==> config.mk <==
export PLATFORM = sky130hd
export DESIGN_NAME = addr_gen_unit_flat
export DESIGN_NICKNAME = d
export VERILOG_FILES = /design/src/rtl/addr_gen_if.sv /design/src/rtl/addr_gen_unit.sv /design/src/flat_wrapper.sv
export SDC_FILE = /design/constraint.sdc
export NUM_CORES = 1
export LEC_CHECK = 0
export ABC_AREA = 1
export BUFFER_PORTS_ARGS = -buffer_cell sky130_fd_sc_hd__clkbuf_2
export CORE_MARGIN = 8
export CORE_UTILIZATION = 28
export CTS_BUF_LIST = sky130_fd_sc_hd__clkbuf_16
export DETAILED_ROUTE_END_ITERATION = 10
export PLACE_DENSITY = 0.51
export SYNTH_ARGS = -nofsm -noshare
export SYNTH_HDL_FRONTEND = slang
export SYNTH_SLANG_ARGS = --single-unit
==> constraint.sdc <==
create_clock -name clk -period 1.57 [get_ports clk]
set_input_delay 0.0785 -clock clk [delete_from_list [all_inputs] [get_ports clk]]
set_output_delay 0.0785 -clock clk [all_outputs]
set_load 0.05 [all_outputs]
==> src/rtl/addr_gen_if.sv <==
// Controller/memory-side bundle of the address generator: PC control, operand channels,
// request/select and the registered address response.
interface addr_gen_if #(
    parameter int WIDTH   = 5,
    parameter int NUM_SRC = 2
);
    localparam int SELW = $clog2(NUM_SRC + 1);

    logic                     pc_ld;
    logic [WIDTH-1:0]         pc_ld_val;
    logic                     pc_inc;
    logic [NUM_SRC*WIDTH-1:0] op_addr;
    logic                     addr_req;
    logic [SELW-1:0]          src_sel;
    logic [WIDTH-1:0]         addr_out;
    logic                     addr_valid;
    logic                     sel_err;
    logic [WIDTH-1:0]         pc_out;

    modport master (
        output pc_ld, pc_ld_val, pc_inc, op_addr, addr_req, src_sel,
        input  addr_out, addr_valid, sel_err, pc_out
    );

    modport slave (
        input  pc_ld, pc_ld_val, pc_inc, op_addr, addr_req, src_sel,
        output addr_out, addr_valid, sel_err, pc_out
    );
endinterface

==> src/rtl/addr_gen_unit.sv <==
// Registered PC / operand-address generator with one-cycle valid strobe.
// Optional upper address bound check enabled by defining ADDR_LIMIT_EN.
module addr_gen_lane #(
    parameter int WIDTH = 5,
    parameter int SELW  = 2,
    parameter int IDX   = 0
) (
    input  logic [SELW-1:0]  sel,
    input  logic [WIDTH-1:0] addr,
    output logic             hit,
    output logic [WIDTH-1:0] masked
);
    // Channel IDX answers to select code IDX+1; code 0 belongs to the PC.
    assign hit    = (sel == SELW'(IDX + 1));
    assign masked = hit ? addr : '0;
endmodule

module addr_gen_unit #(
    parameter int               WIDTH     = 5,
    parameter int               NUM_SRC   = 2,
    parameter logic [WIDTH-1:0] RESET_VEC = '0,
    parameter int               SELW      = $clog2(NUM_SRC + 1)
`ifdef ADDR_LIMIT_EN
    ,
    parameter logic [WIDTH-1:0] ADDR_LIMIT = '1
`endif
) (
    input  logic     clk,
    input  logic     rst,
    addr_gen_if.slave bus
`ifdef ADDR_LIMIT_EN
    ,
    output logic     limit_fault,
    input  logic     fault_clr
`endif
);
    typedef struct packed {
        logic [WIDTH-1:0] addr;
        logic             valid;
        logic             err;
    } rsp_t;

    logic [WIDTH-1:0]                pc_q;
    logic [WIDTH-1:0]                pc_nxt;
    logic [SELW-1:0]                 sel;
    logic [NUM_SRC-1:0][WIDTH-1:0]   ch;
    logic [NUM_SRC-1:0][WIDTH-1:0]   ch_masked;
    logic [NUM_SRC-1:0]              ch_hit;
    logic [WIDTH-1:0]                sel_addr;
    logic                            sel_legal;
    logic                            over_limit;
    logic                            accept;
    rsp_t                            rsp_q;

    assign sel       = bus.src_sel;
    assign sel_legal = (sel <= SELW'(NUM_SRC));

    for (genvar k = 0; k < NUM_SRC; k++) begin : g_lane
        assign ch[k] = bus.op_addr[k*WIDTH +: WIDTH];
        addr_gen_lane #(.WIDTH(WIDTH), .SELW(SELW), .IDX(k)) u_lane (
            .sel    (sel),
            .addr   (ch[k]),
            .hit    (ch_hit[k]),
            .masked (ch_masked[k])
        );
    end

    // At most one lane hits, so an OR of the masked lanes is the mux.
    always_comb begin
        sel_addr = (sel == '0) ? pc_q : '0;
        for (int k = 0; k < NUM_SRC; k++) begin
            sel_addr = sel_addr | ch_masked[k];
        end
    end

`ifdef ADDR_LIMIT_EN
    assign over_limit = (sel_addr > ADDR_LIMIT);
`else
    assign over_limit = 1'b0;
`endif

    assign accept = bus.addr_req && sel_legal && !over_limit;

    always_comb begin
        pc_nxt = pc_q;
        if (bus.pc_ld) begin
            pc_nxt = bus.pc_ld_val;
        end else if (bus.pc_inc) begin
            pc_nxt = pc_q + WIDTH'(1);
        end
    end

    always_ff @(posedge clk or posedge rst) begin
        if (rst) begin
            pc_q <= RESET_VEC;
        end else begin
            pc_q <= pc_nxt;
        end
    end

    // A fetch samples pc_q, i.e. the PC before this edge's update.
    always_ff @(posedge clk or posedge rst) begin
        if (rst) begin
            rsp_q <= '0;
        end else begin
            if (accept) begin
                rsp_q.addr <= sel_addr;
            end
            rsp_q.valid <= accept;
            rsp_q.err   <= bus.addr_req && !sel_legal;
        end
    end

`ifdef ADDR_LIMIT_EN
    // Sticky fault; a new violation beats a clear on the same edge.
    always_ff @(posedge clk or posedge rst) begin
        if (rst) begin
            limit_fault <= 1'b0;
        end else if (bus.addr_req && sel_legal && over_limit) begin
            limit_fault <= 1'b1;
        end else if (fault_clr) begin
            limit_fault <= 1'b0;
        end
    end
`endif

    assign bus.addr_out   = rsp_q.addr;
    assign bus.addr_valid = rsp_q.valid;
    assign bus.sel_err    = rsp_q.err;
    assign bus.pc_out     = pc_q;

    logic unused_ok;
    assign unused_ok = ^ch_hit;
endmodule
==> src/flat_wrapper.sv <==
// flat-port wrapper written by rule: the top's interface ports become plain ports
module addr_gen_unit_flat 
#(
    parameter int               WIDTH     = 5,
    parameter int               NUM_SRC   = 2,
    parameter logic [WIDTH-1:0] RESET_VEC = '0,
    parameter int               SELW      = $clog2(NUM_SRC + 1)

)
  (clk, rst, bus_pc_ld, bus_pc_ld_val, bus_pc_inc, bus_op_addr, bus_addr_req, bus_src_sel, bus_addr_out, bus_addr_valid, bus_sel_err, bus_pc_out);
  addr_gen_if #(.WIDTH(WIDTH), .NUM_SRC(NUM_SRC)) bus_i ();
  input  logic clk;
  input  logic rst;
  input wire logic [$bits(bus_i.pc_ld)-1:0] bus_pc_ld;
  input wire logic [$bits(bus_i.pc_ld_val)-1:0] bus_pc_ld_val;
  input wire logic [$bits(bus_i.pc_inc)-1:0] bus_pc_inc;
  input wire logic [$bits(bus_i.op_addr)-1:0] bus_op_addr;
  input wire logic [$bits(bus_i.addr_req)-1:0] bus_addr_req;
  input wire logic [$bits(bus_i.src_sel)-1:0] bus_src_sel;
  output wire logic [$bits(bus_i.addr_out)-1:0] bus_addr_out;
  output wire logic [$bits(bus_i.addr_valid)-1:0] bus_addr_valid;
  output wire logic [$bits(bus_i.sel_err)-1:0] bus_sel_err;
  output wire logic [$bits(bus_i.pc_out)-1:0] bus_pc_out;
  assign bus_i.pc_ld = bus_pc_ld;
  assign bus_i.pc_ld_val = bus_pc_ld_val;
  assign bus_i.pc_inc = bus_pc_inc;
  assign bus_i.op_addr = bus_op_addr;
  assign bus_i.addr_req = bus_addr_req;
  assign bus_i.src_sel = bus_src_sel;
  assign bus_addr_out = bus_i.addr_out;
  assign bus_addr_valid = bus_i.addr_valid;
  assign bus_sel_err = bus_i.sel_err;
  assign bus_pc_out = bus_i.pc_out;
  addr_gen_unit #(.WIDTH(WIDTH), .NUM_SRC(NUM_SRC), .RESET_VEC(RESET_VEC), .SELW(SELW)) u_core (.clk(clk), .rst(rst), .bus(bus_i));
endmodule
==> impl_metrics.tcl, run 1 <==
set metrics [dict create \
    critical_path_peak_fanout 8 \
    floorplan.io_pins 34 \
    combinational_family_with_the_most_area_after_synthesis "simple AND/OR/NAND/NOR gates" \
    grt_setup_unrepaired "no" \
    gp_congestion 0.821 \
    antenna_violations_before_repair 0 \
    hold_path_class "in2reg" \
    clock-sinks 12 \
    cts.reportedPaths.clkPinSlew_ns 0.04 \
    layout.filler_cells 271 \
    hpwlAfterDp_um 1560 \
    seq_area_frac_synth_pct 44.0 \
    final_nets 147 \
    synth_enable_flop_cells 0 \
    ys_dominant_reg_cell "sky130_fd_sc_hd__dfrtp_1" \
    vdd.ir_drop.worst_mv 0.472 \
    drt_drc_violations_left 0 \
    worstPathCellList "clkbuf_2" \
    synth.area.mux_share_pct 0 \
    fin_crit_sh_pct 72.3 \
    hold_viol_final 0 \
    maxCapViolCount 0 \
    synth_area_leader_cell "sky130_fd_sc_hd__dfrtp_1" \
    synth_compound_area_share_pct 7.52 \
    critical_path_class "reg2out" \
    finalCriticalPeriod_ns 1.13 \
    critical-path-slowest-cell "sky130_fd_sc_hd__dfrtp_1" \
    clock_tree_from_tritoncts "built" \
    synth_common_cells "sky130_fd_sc_hd__nand2_1, sky130_fd_sc_hd__nand3_1, sky130_fd_sc_hd__dfrtp_1" \
    overall_die_area_um2 4270 \
    synthXorXnorAreaFrac_pct 1.28 \
    syn-num-nets 111 \
    synth.top_cells.by_area "sky130_fd_sc_hd__dfrtp_1, sky130_fd_sc_hd__nand2_1, sky130_fd_sc_hd__nand3_1" \
    place_area_um2 861 \
    max-slew-margin-rel_pct 68.8 \
    overflow 0 \
    dr.pass1.iters 4 \
    totalWireLength_um 1900 \
    syn_area_per_cell_um2 7.75 \
    fraction_of_layout_cells_with_a_size_suffix_above_1_pct 35.8 \
    start_util_pct 28.6 \
    count_of_buffers_from_port_buffering 33 \
    achievable-frequency_mhz 881 \
    grtUsageTotal_pct 9.62 \
    clock-root-buffer "sky130_fd_sc_hd__clkbuf_16" \
    viasPerCell 4.59 \
    pwr_dens_nw_per_um2 1210 \
    tns_ns 0 \
    cts_max_level 1 \
    setup_violations 0 \
    postRouteAntennaNets 0 \
    fp.dieH_um 65.4 \
    worstSetupEndpointType "primary output" \
    drv_slew 0 \
    seq_cells_post_synth 12 \
    finalInstanceArea_um2 950 \
    grt_pass1_wl_um 3190 \
    synth_cells 88 \
    leakage_nw 0.522 \
    post_cts_hold_buffer_count 1 \
    std_cell_rows 18 \
    cts_setup_buffers 0 \
    largest_stage_delay_on_the_critical_path_ns 0.48 \
    post-synth-top-area-fraction_pct 44.0 \
    vias 703 \
    cts-buffers-inserted 3 \
    yosysWarnings 0 \
    pin_count_of_the_biggest_net_entering_global_routing 13 \
    clk_latency_ns 0.24 \
    avgRoutedWirePerCell_um 12.4 \
    cp-start-kind "flip-flop" \
    drt_first_iter_violations 20 \
    syn2layout_area_growth_pct 39.3 \
    worst-path-buf-inv 1 \
    critPathTopFamily "flip-flops" \
    post_synth_instance_area_um2 682 \
    outcome "finished, final reports clean" \
    fin_worst_skew_ns 0.000555 \
    synth_async_sr_flop_share_pct 100 \
    synth_cell_type_count 19 \
    yosysMostFrequentCell "sky130_fd_sc_hd__nand2_1" \
    synthAdderAreaFrac_pct 1.83 \
    count_of_antenna_diodes_in_the_layout 0 \
    cts-resized-gates 0 \
    worst_pin_slew_ns 0.468 \
    first_global_vias 745 \
    critical_path_required_ns 1.49 \
    core_area_um2 2390 \
    synth_simple_gate_area_share_pct 36.9 \
    cts-root-to-sink-buffers 2 \
    critical_path_arrival_ns 1.06 \
    chipWidth_um 65.4 \
]
## final cells by class
| type | instances | area [µm²] | share of cell area (%) |
|---|---|---|---|
| timing repair buffer | 34 | 175 | 18.4 |
| clock buffer | 3 | 75.1 | 7.91 |
| tap | 30 | 37.5 | 3.95 |
| clock inverter | 1 | 3.75 | 0.395 |
| inverter | 9 | 33.8 | 3.56 |
| sequential | 12 | 300 | 31.6 |
| multi-input combinational | 64 | 324 | 34.1 |
## metrics by stage
stage                     setup slack (ns)  total power [mW]  instances  hold slack [ns]  util, %
after global placement               0.524             0.690        148            0.111     36.1
final                                0.435              1.15        153           0.0627     39.8
after global routing                 0.385              1.21        153           0.0851     39.8
after floorplan                      0.250             0.605         88          -0.0568        -
after detailed placement             0.480             0.693        148            0.109     36.1
after CTS                            0.422              1.17        153           0.0603     39.8
## placed cells by master, fill, tap and decap left out, drive strengths merged
cell type,synthesis,routed
nor2,2,2
o21ai,1,1
nand2,31,31
a22oi,2,2
xnor2,1,1
ha,1,1
dfrtp,12,12
inv,9,9
a21oi,1,1
clkbuf,1,36
nor3,1,1
clkinv,0,1
dlygate4sd3,0,1
nand4,2,2
o211ai,1,1
a21boi,1,1
nand3,20,20
## metal layers
metal	track usage (%)	up-vias	part of all wire, %
met1	10.6	306	44
met2	14.5	32	42
met4	4.90	0	1.7
li1	-	361	-
met3	5.44	4	12
met5	0	-	0
## state kept, by name (all words and copies together), names as in the netlist
register               cells
u_core.bus.pc_out          5
u_core.bus.sel_err         1
u_core.bus.addr_valid      1
u_core.bus.addr_out        5
## logic make-up after synthesis
| family | after synthesis |
|---|---|
| AOI/OAI and AO/OA | 6 |
| xor gates and xnor gates | 1 |
| adders and majority gates | 1 |
| buffers and inverters | 12 |
| DFF | 12 |
| and+or+nand+nor | 56 |
## power by group
group	internal (mW)	switching, mW
clock network	0.335	0.128
logic	0.0838	0.219
registers	0.346	0.0374
total	0.764	0.385
## worst paths after layout
check	to	start	slack (ns)	cells past startpoint
worst max register to register	u_core.bus.pc_out[4]	u_core.bus.pc_out[0]	0.48	5
worst max-delay path	bus_pc_out[2]	u_core.bus.pc_out[2]	0.44	1
max in group asynchronous	u_core.bus.addr_out[0]	rst	0.87	3
worst min-delay path	u_core.bus.pc_out[1]	bus_pc_ld_val[1]	0.06	3
worst min register to register	u_core.bus.addr_out[4]	u_core.bus.addr_out[4]	0.48	2
min in group asynchronous	u_core.bus.addr_out[4]	rst	0.38	3
Power figures use the tool's default switching activity.
==> inputs of run 2 (changes only) <==
--- a/config.mk
+++ b/config.mk
@@ -11,7 +11,7 @@
 export CORE_UTILIZATION = 28
 export CTS_BUF_LIST = sky130_fd_sc_hd__clkbuf_16
 export DETAILED_ROUTE_END_ITERATION = 10
-export PLACE_DENSITY = 0.51
+export PLACE_DENSITY = 0.53
 export SYNTH_ARGS = -nofsm -noshare
 export SYNTH_HDL_FRONTEND = slang
 export SYNTH_SLANG_ARGS = --single-unit
==> constraint.sdc (replaced) <==
create_clock -name clk -period 1 [get_ports clk]
set_input_delay 0.05 -clock clk [delete_from_list [all_inputs] [get_ports clk]]
set_output_delay 0.05 -clock clk [all_outputs]
set_load 0.05 [all_outputs]
==> run 2 against run 1 <==
  * The run now ends with setup timing left
  * Die area is the same
  * Global-route usage grew 0.080 points
  * Register-to-register slack lost 0.44 ns
  * Non-clock buffer count grew 5
  * Cell count grew 3.3%
  * Hold slack lost 0.031 ns
  * Sequential cell count is the same
  * Final area grew 11%
  * Largest power group unchanged
==> impl_metrics.tcl, run 2 (synthesis results as in run 1) <==
set metrics [dict create \
    chipWidth_um 65.4 \
    clock-root-buffer "sky130_fd_sc_hd__clkbuf_16" \
    regToRegStartpoint "u_core.bus.pc_out[1]" \
    overflow 0 \
    fp.dieH_um 65.4 \
    clk_latency_ns 0.24 \
    critical_path_peak_fanout 4 \
    maxCapViolCount 0 \
    hpwlAfterDp_um 1550 \
    count_of_buffers_from_port_buffering 33 \
    pwr_dens_nw_per_um2 1800 \
    mostFrequentLayoutCells "sky130_fd_sc_hd__nand2_1, sky130_fd_sc_hd__clkbuf_2, sky130_fd_sc_hd__nand3_1" \
    vdd.ir_drop.worst_mv 1.15 \
    tns_ns -0.0240 \
    start_util_pct 28.6 \
    grt_setup_unrepaired "yes" \
    worst_r2r_path_depth 3 \
    final_common_cell "sky130_fd_sc_hd__nand2_1" \
    drv_slew 0 \
    hold_viol_final 0 \
    fin_worst_skew_ns 0.00114 \
    final.setup.worst_slack_ns -0.0240 \
    avgRoutedWirePerCell_um 12.2 \
    grt_pass1_wl_um 3310 \
    outcome "finished, violations left" \
    setup_violations 1 \
    fin_total_pwr_mw 1.90 \
    final_nets 152 \
    cts-buffers-inserted 3 \
    crit-reg2reg-capture "u_core.bus.pc_out[2]" \
    vias 738 \
    cts.reportedPaths.clkPinSlew_ns 0.04 \
    r2r_setup_slack_ns 0.04 \
    drt_first_iter_violations 48 \
    count_of_antenna_diodes_in_the_layout 0 \
    grtUsageTotal_pct 9.70 \
    first_global_vias 748 \
    failed_checks "setup timing" \
    grt_busiest_layer "met2" \
    viasPerCell 4.67 \
    clock-sinks 12 \
    hold_path_class "in2reg" \
    worstSetupEndpointType "primary output" \
    overall_die_area_um2 4270 \
    grt.met1_usage_pct 11.5 \
    fraction_of_layout_cells_with_a_size_suffix_above_1_pct 44.5 \
    use_met2_pct 15.0 \
    hold_path.startpoint "bus_pc_ld_val[1]" \
    finalCriticalPeriod_ns 1.02 \
    gr-usage-met3_pct 5.10 \
    antenna_violations_before_repair 0 \
    std_cell_rows 18 \
    critical_path_arrival_ns 0.97 \
    cp-start-kind "flip-flop" \
    clock_tree_from_tritoncts "built" \
    worst_pin_slew_ns 0.472 \
    achievable-frequency_mhz 977 \
    max-slew-margin-rel_pct 68.5 \
    pin_count_of_the_biggest_net_entering_global_routing 13 \
    core_area_um2 2390 \
    cts_max_level 1 \
    worst_hold_path.num_cells 3 \
    dr.pass1.iters 4 \
    postRouteAntennaNets 0 \
    core_util_final_pct 44.3 \
    timing.hold.worst_endpoint "u_core.bus.pc_out[1]" \
    critical_path_class "reg2out" \
    syn2layout_area_growth_pct 55.0 \
    floorplan.io_pins 34 \
    critical_path_required_ns 0.95 \
    totalWireLength_um 1920 \
    cts-root-to-sink-buffers 2 \
    gp_congestion 0.793 \
    drt_drc_violations_left 0 \
    leakage_nw 0.561 \
    fin_crit_sh_pct 102 \
]
==> run 2: cell count changes in the layout (fill, tap and decap cells not counted), sizes merged <==
| cell | delta |
|---|---|
| clkbuf | -1 |
| buf | +6 |
==> run 2: area by class of cell <==
type	instances	area, µm²
multi-input combinational	64	349
timing repair buffer	39	253
clock inverter	1	3.75
fill	255	1330
tap	30	37.5
clock buffer	3	75.1
sequential	12	305
inverter	9	33.8
==> run 2: worst max-delay path by stage <==
stage,start,to,slack [ns],depth (start not counted)
6_report,u_core.bus.pc_out[0],bus_pc_out[0],-0.02,2
5_1_grt,u_core.bus.pc_out[1],u_core.bus.pc_out[4],-0.05,5
4_1_cts,u_core.bus.pc_out[0],bus_pc_out[0],-0.03,2
3_5_place_dp,u_core.bus.pc_out[1],u_core.bus.pc_out[4],0.01,5
3_3_place_gp,u_core.bus.pc_out[1],u_core.bus.pc_out[4],0.04,5
2_1_floorplan,u_core.bus.pc_out[0],u_core.bus.pc_out[4],-0.08,5
==> run 2: critical path, stage by stage, from the launching register on <==
cell and delay (ns):
sky130_fd_sc_hd__dfrtp_2 0.44, sky130_fd_sc_hd__buf_6 0.13, sky130_fd_sc_hd__clkbuf_16 0.16
==> run 2: what timing repair did <==
action,4_1_cts,5_1_grt
hold buffers,1,0
setup endpoints to repair,5,5
endpoints found under the hold margin,12,0
gates resized for setup,9,3
pin swaps,0,3
buffers inserted,2,2
==> run 2: through the flow <==
| step | setup slack [ns] | instance area [µm²] | hold slack, ns | cells |
|---|---|---|---|---|
| after CTS | -0.0262 | 1030 | 0.0343 | 156 |
| after global routing | -0.0493 | 1060 | 0.0470 | 158 |
| final | -0.0240 | 1060 | 0.0319 | 158 |
| after floorplan | -0.0836 | 713 | -0.0856 | 88 |
| after detailed placement | 0.0131 | 891 | 0.0817 | 149 |
| after global placement | 0.0439 | 891 | 0.0774 | 149 |
==> run 2: layer usage <==
| layer | vias to the layer above | wire, µm |
|---|---|---|
| met3 | 3 | 266 |
| met5 | - | 0 |
| li1 | 372 | - |
| met1 | 321 | 786 |
| met2 | 42 | 852 |
| met4 | 0 | 15 |
==> run 2: where the power goes <==
group / switching, mW / leakage, nW / internal, mW
clock: 0.204 / 0.0385 / 0.526
sequential: 0.0646 / 0.146 / 0.547
combinational: 0.358 / 0.377 / 0.201
total: 0.626 / 0.561 / 1.27
